[src/rtl/alu_seq.sv]
// alu_seq: registered ALU with valid/ready handshake, NZCV flags and illegal-op pulse.
// Optional macro ALU_MUL_EN builds the iterative shift-add multiplier (opcode 10).
module alu_seq #(
  parameter int unsigned WIDTH = 32,
  parameter int unsigned SHW   = $clog2(WIDTH)
) (
  input  logic             clk,
  input  logic             rst,
  input  logic             in_valid,
  output logic             in_ready,
  input  logic [WIDTH-1:0] a,
  input  logic [WIDTH-1:0] b,
  input  logic [3:0]       ALUOp,
  input  logic             set_flags,
  output logic [WIDTH-1:0] result,
  output logic [3:0]       flags,
  output logic             out_valid,
  output logic             err
);

  localparam int unsigned Msb = WIDTH - 1;

  localparam logic [3:0] OpAnd = 4'd0;
  localparam logic [3:0] OpOrr = 4'd1;
  localparam logic [3:0] OpAdd = 4'd2;
  localparam logic [3:0] OpSub = 4'd3;
  localparam logic [3:0] OpMov = 4'd4;
  localparam logic [3:0] OpEor = 4'd5;
  localparam logic [3:0] OpLsl = 4'd6;
  localparam logic [3:0] OpLsr = 4'd7;
  localparam logic [3:0] OpAsr = 4'd8;
  localparam logic [3:0] OpCmp = 4'd9;

  logic [WIDTH-1:0] result_q;
  logic [3:0]       flags_q;
  logic             out_valid_q;
  logic             err_q;

  logic             accept;
  logic             is_mul;
  logic             mul_done;
  logic [WIDTH-1:0] mul_res;
  logic             mul_sf;

  assign accept = in_valid && in_ready;

  // Single-cycle datapath; the extra bit carries the carry/borrow or the last bit shifted out.
  logic [WIDTH:0]   sum, diff, shl, shr, sar;
  logic [SHW-1:0]   shamt;
  logic [WIDTH-1:0] sc_res;
  logic             sc_n, sc_z, sc_c, sc_v;
  logic             sc_wr_res, sc_legal;

  assign shamt = b[SHW-1:0];
  assign sum   = {1'b0, a} + {1'b0, b};
  assign diff  = {1'b0, a} - {1'b0, b};
  assign shl   = {1'b0, a} << shamt;
  assign shr   = {a, 1'b0} >> shamt;
  assign sar   = $unsigned($signed({a, 1'b0}) >>> shamt);

  always_comb begin
    sc_res    = result_q;
    sc_c      = flags_q[1];
    sc_v      = flags_q[0];
    sc_wr_res = 1'b1;
    sc_legal  = 1'b1;
    case (ALUOp)
      OpAnd: sc_res = a & b;
      OpOrr: sc_res = a | b;
      OpEor: sc_res = a ^ b;
      OpMov: sc_res = b;
      OpAdd: begin
        sc_res = sum[WIDTH-1:0];
        sc_c   = sum[WIDTH];
        sc_v   = (a[Msb] == b[Msb]) && (sum[Msb] != a[Msb]);
      end
      OpSub, OpCmp: begin
        sc_res    = diff[WIDTH-1:0];
        sc_c      = ~diff[WIDTH];
        sc_v      = (a[Msb] != b[Msb]) && (diff[Msb] != a[Msb]);
        sc_wr_res = (ALUOp == OpSub);
      end
      OpLsl: begin
        sc_res = shl[WIDTH-1:0];
        if (shamt != '0) sc_c = shl[WIDTH];
      end
      OpLsr: begin
        sc_res = shr[WIDTH:1];
        if (shamt != '0) sc_c = shr[0];
      end
      OpAsr: begin
        sc_res = sar[WIDTH:1];
        if (shamt != '0) sc_c = sar[0];
      end
`ifdef ALU_MUL_EN
      4'd10: sc_wr_res = 1'b0;
`endif
      default: begin
        sc_legal  = 1'b0;
        sc_wr_res = 1'b0;
      end
    endcase
    sc_n = sc_res[Msb];
    sc_z = (sc_res == '0);
  end

`ifdef ALU_MUL_EN
  typedef enum logic [1:0] {StIdle, StMulRun, StMulDone} state_e;

  state_e           state_q, state_d;
  logic [SHW-1:0]   cnt_q;
  logic [WIDTH-1:0] acc_q, mcand_q, mplr_q;
  logic             mul_sf_q;

  assign is_mul = (ALUOp == 4'd10);

  always_ff @(posedge clk) begin
    if (rst) state_q <= StIdle;
    else     state_q <= state_d;
  end

  always_comb begin
    state_d = state_q;
    case (state_q)
      StIdle:    if (accept && is_mul) state_d = StMulRun;
      StMulRun:  if (cnt_q == SHW'(WIDTH - 1)) state_d = StMulDone;
      StMulDone: state_d = StIdle;
      default:   state_d = StIdle;
    endcase
  end

  always_comb begin
    in_ready = (state_q == StIdle);
    mul_done = (state_q == StMulDone);
  end

  // One shift-add step per cycle; acc holds the low WIDTH bits of the partial product.
  always_ff @(posedge clk) begin
    if (rst) begin
      cnt_q    <= '0;
      acc_q    <= '0;
      mcand_q  <= '0;
      mplr_q   <= '0;
      mul_sf_q <= 1'b0;
    end else if (accept && is_mul) begin
      cnt_q    <= '0;
      acc_q    <= '0;
      mcand_q  <= a;
      mplr_q   <= b;
      mul_sf_q <= set_flags;
    end else if (state_q == StMulRun) begin
      if (mplr_q[0]) acc_q <= acc_q + mcand_q;
      mcand_q <= mcand_q << 1;
      mplr_q  <= mplr_q >> 1;
      cnt_q   <= cnt_q + 1'b1;
    end
  end

  assign mul_res = acc_q;
  assign mul_sf  = mul_sf_q;
`else
  assign is_mul   = 1'b0;
  assign in_ready = 1'b1;
  assign mul_done = 1'b0;
  assign mul_res  = '0;
  assign mul_sf   = 1'b0;
`endif

  always_ff @(posedge clk) begin
    if (rst) begin
      result_q    <= '0;
      flags_q     <= 4'b0000;
      out_valid_q <= 1'b0;
      err_q       <= 1'b0;
    end else begin
      out_valid_q <= 1'b0;
      err_q       <= 1'b0;
      if (mul_done) begin
        out_valid_q <= 1'b1;
        result_q    <= mul_res;
        if (mul_sf) flags_q <= {mul_res[Msb], mul_res == '0, flags_q[1:0]};
      end else if (accept && !is_mul) begin
        out_valid_q <= 1'b1;
        err_q       <= ~sc_legal;
        if (sc_wr_res) result_q <= sc_res;
        if (set_flags && sc_legal) flags_q <= {sc_n, sc_z, sc_c, sc_v};
      end
    end
  end

  assign result    = result_q;
  assign flags     = flags_q;
  assign out_valid = out_valid_q;
  assign err       = err_q;

endmodule
[config.mk]
export PLATFORM = sky130hd
export DESIGN_NAME = alu_seq
export DESIGN_NICKNAME = d
export VERILOG_FILES = /design/src/rtl/alu_seq.sv
export SDC_FILE = /design/constraint.sdc
export NUM_CORES = 1
export LEC_CHECK = 0
export CELL_PAD_IN_SITES_DETAIL_PLACEMENT = 1
export CELL_PAD_IN_SITES_GLOBAL_PLACEMENT = 2
export CORE_AREA = 3 3 190 192
export CTS_CLUSTER_SIZE = 25
export DETAILED_ROUTE_END_ITERATION = 8
export DIE_AREA = 0 0 193 195
export PLACE_DENSITY = 0.93
export RECOVER_POWER = 50
export REMOVE_ABC_BUFFERS = 1
export SYNTH_ARGS = -nofsm -noshare
export SYNTH_HDL_FRONTEND = slang
export SYNTH_SLANG_ARGS = --single-unit
[constraint.sdc]
create_clock -name clk -period 6.05 [get_ports clk]
set_clock_uncertainty 0.15 [all_clocks]
set_input_delay 1.21 -clock clk [delete_from_list [all_inputs] [get_ports clk]]
set_output_delay 1.21 -clock clk [all_outputs]
set_load 0.01 [all_outputs]
==> summary.md <==
| Metric | Value |
|---|---|
| Post-synth EDFFs | `0` |
| Worst r2r src | `result[1]$_SDFFE_PP0P_` |
| Register Area | `761 um^2` |
| Post-CTS setup buffer count | `0` |
| Setup TNS | `0 ns` |
| Total number of vias | `15060` |
| Met1 usage | `0.507` |
| Critical Path Source | `a[0]` |
| Most Crowded Layer GR | `met2` |
| Post-DP HPWL | `57.1 mm` |
| PD cells | `139 nW/um^2` |
| Most common cell in the synthesized netlist | `nor2_1` |
| # hold bufs at CTS | `0` |
| Rel. slew slack | `0.184` |
| GRT met2 Usage | `0.565` |
| Post-synth top area cell | `ha_1` |
| DRC Markers | `0` |
| Fmax achieved | `171 MHz` |
| H-tree depth | `2` |
| Share of post-route cells with drive strength above 1 | `0.131` |
| Die width | `193 um` |
| Worst hold margin | `0.318 ns` |
| WP data arrival | `5.92 ns` |
| Die H | `195 um` |
| I/O Buffers | `109` |
| GRT Residual Overflow | `0` |
| Crit Path Category | `input pin to flip-flop` |
| Detailed Routing Iterations Pass 1 | `6` |
| Hold WC Path Type | `flip-flop to flip-flop` |
| Setup crit end kind | `flip-flop` |
| CTS resizes | `0` |
| Max Slew Vio Count | `0` |
| Std-Cell Rows | `68` |
| Hold Fails Final Rpt | `0` |
| RSZ-0062 raised after global routing | `false` |
| Worst skew pair latency | `0.31 ns` |
| Worst path required time | `6.11 ns` |
| Synth warnings | `0` |
| Yosys reg bits | `38` |
| Setup Viol. Count Final | `0` |
| CTS buffer count | `5` |
| Starting density of the core | `0.338` |
| Worst vdd ir | `0.0000976 V` |
| Final period util | `0.967` |
| Vias in the first global route | `14712` |
| GPL Wtd Cong | `1.05` |
| Sink Count | `38` |
| Post-Syn Area | `11700 um^2` |
| Synth async-reset ratio | `0` |
| GR Util met3 | `0.0487` |
| WL final | `69.6 mm` |
| Die ar. | `37600 um^2` |
| Leak | `5.66 nW` |
| Nets | `1988` |
| Post-Syn Instances | `1690` |
| Measured slew at the worst slew-check pin | `1.22 ns` |
| Multi-input logic area | `9950 um^2` |
| CTS root buffer | `clkbuf_16` |
| GRT Overall Usage | `0.359` |
| Status | `finished clean` |
| Vias per cell | `6.65` |
| Top cells by area, synth | `ha_1 11%, a21oi_1 6.5%, dfxtp_1 6.5%` |
| Main synth FF type | `dfxtp_1` |
| Synth top area share | `0.114` |
| Hold Crit Start | `flags[1]$_SDFFE_PP0P_` |
| Wire per inst | `30.8 um` |
| Share of the yosys chip area belonging to registers | `0.0652` |
| Max Cap Viol | `0` |
| Largest net degree at the start of global routing | `38` |
| DR iter-0 viols | `1845` |
| TritonCTS clock tree | `done` |
| Synth cell types | `91` |
| Core ar. | `34500 um^2` |
| Clock slew at reported path FFs | `0.07 ns` |
| Top cell types by occurrence after synthesis | `181 x nor2_1, 152 x a21oi_1, 146 x nand2_1` |
| Syn Area/Cell | `6.91 um^2` |
| Worst-path fanout max | `6` |
| Fill count | `4385` |
| Initial antenna violation count | `1` |
| Clock Path Buffers | `2` |
| Area Overhead vs Synth | `19.7%` |
| Antenna fix cells | `0` |
| Tmin final | `5.85 ns` |
| Startpoint Class | `input pin` |
| First-pass GRT wire length | `101 mm` |
| ANT nets after route | `0` |
| IO Count | `111` |
logic make-up after synthesis:
kind of cell,synth area share
buf+inv,0.0854
simple gates,0.223
mux,0.138
flops,0.0652
other cells,0.000321
compound gates,0.352
fa+ha+maj,0.117
xor+xnor,0.0195
worst max-delay path, stage by stage:
cell             delay (ns)
clkdlybuf4s50_1        0.60
ha_1                   0.29
inv_1                  0.08
fa_1                   0.40
nor2b_1                0.28
o221ai_1               0.33
o31ai_1                0.56
o31ai_1                0.25
o31ai_1                0.52
a221oi_1               0.26
a21oi_1                0.20
a21oi_1                0.10
o32ai_1                0.38
o2111ai_1              0.18
o31ai_2                0.26
where the power goes:
| group | internal, mW | switching, mW | leakage [nW] | total (mW) |
|---|---|---|---|---|
| clock network | 0.196 | 0.137 | 0.0771 | 0.333 |
| registers | 0.267 | 0.0142 | 0.312 | 0.281 |
| logic | 0.477 | 0.854 | 5.27 | 1.33 |
| total | 0.939 | 1.01 | 5.66 | 1.94 |
metrics by stage:
stage                     power, mW  cells   util  cell area (um^2)  worst slack [ns]
after global routing           2.03   2264  0.404             14000            0.0391
after global placement         1.56   2256  0.400             13800             0.158
after floorplan               0.959   1553      -             11100              1.20
final                          1.94   2264  0.404             14000             0.197
after CTS                      1.91   2264  0.404             14000             0.383
after detailed placement       1.57   2256  0.400             13800            0.0852
state kept, by name, summed over array words and instances (netlist names):
signal	flops
out_valid	1
flags	4
result	32
err	1
placed cells by master, fill, tap and decap left out, types with 9 or more instances in the layout:
cell             netlist  final
inv_1                103    103
mux4_2                26     26
o31ai_1               21     21
nand3_1               34     34
a22oi_1               20     20
o211ai_1              22     22
nor2_1               181    181
buf_4                  4    137
o221ai_1              18     18
clkdlybuf4s50_1        0     64
ha_1                 106    106
nand4_1               20     20
dfxtp_1               38     38
mux2_2                30     30
nor3_1                40     40
a211o_1               10     10
a311oi_1              10     10
a21o_1                 9      9
a31oi_1               24     24
nand2_1              146    146
nand2b_1              27     27
a211oi_1              49     49
o22ai_1               37     37
o2111ai_1              9      9
dlygate4sd3_1          0     37
o21ai_0               94     94
mux2i_1               64     64
and2_1                10     10
a21oi_1              152    151
a221oi_1              23     23
nor4_1                15     15
nor2b_1               20     20
o21bai_1              10     10
a2111oi_0             10     10
xnor2_1               22     22
metal layers:
| metal | vias to the layer above | wire length [um] |
|---|---|---|
| met5 | - | 9 |
| met2 | 794 | 31000 |
| met4 | 2 | 2590 |
| li1 | 6594 | - |
| met3 | 143 | 5900 |
| met1 | 7527 | 30100 |
layout make-up:
| cell class | instances | share of cell area |
|---|---|---|
| multi-input combinational | 1411 | 0.712 |
| timing repair buffer | 248 | 0.153 |
| sequential | 38 | 0.0544 |
| tap | 455 | 0.0407 |
| inverter | 104 | 0.0279 |
| clock buffer | 6 | 0.00922 |
| clock inverter | 2 | 0.00269 |
worst paths after layout:
kind	to	slack [ns]	depth (start not counted)
worst max-delay path	flags[2]$_SDFFE_PP0P_	0.20	15
worst min-delay path	flags[1]$_SDFFE_PP0P_	0.32	2
worst max register to register	flags[2]$_SDFFE_PP0P_	3.23	9
worst min register to register	flags[1]$_SDFFE_PP0P_	0.32	2
No activity file was read; power rests on OpenSTA's default activity.
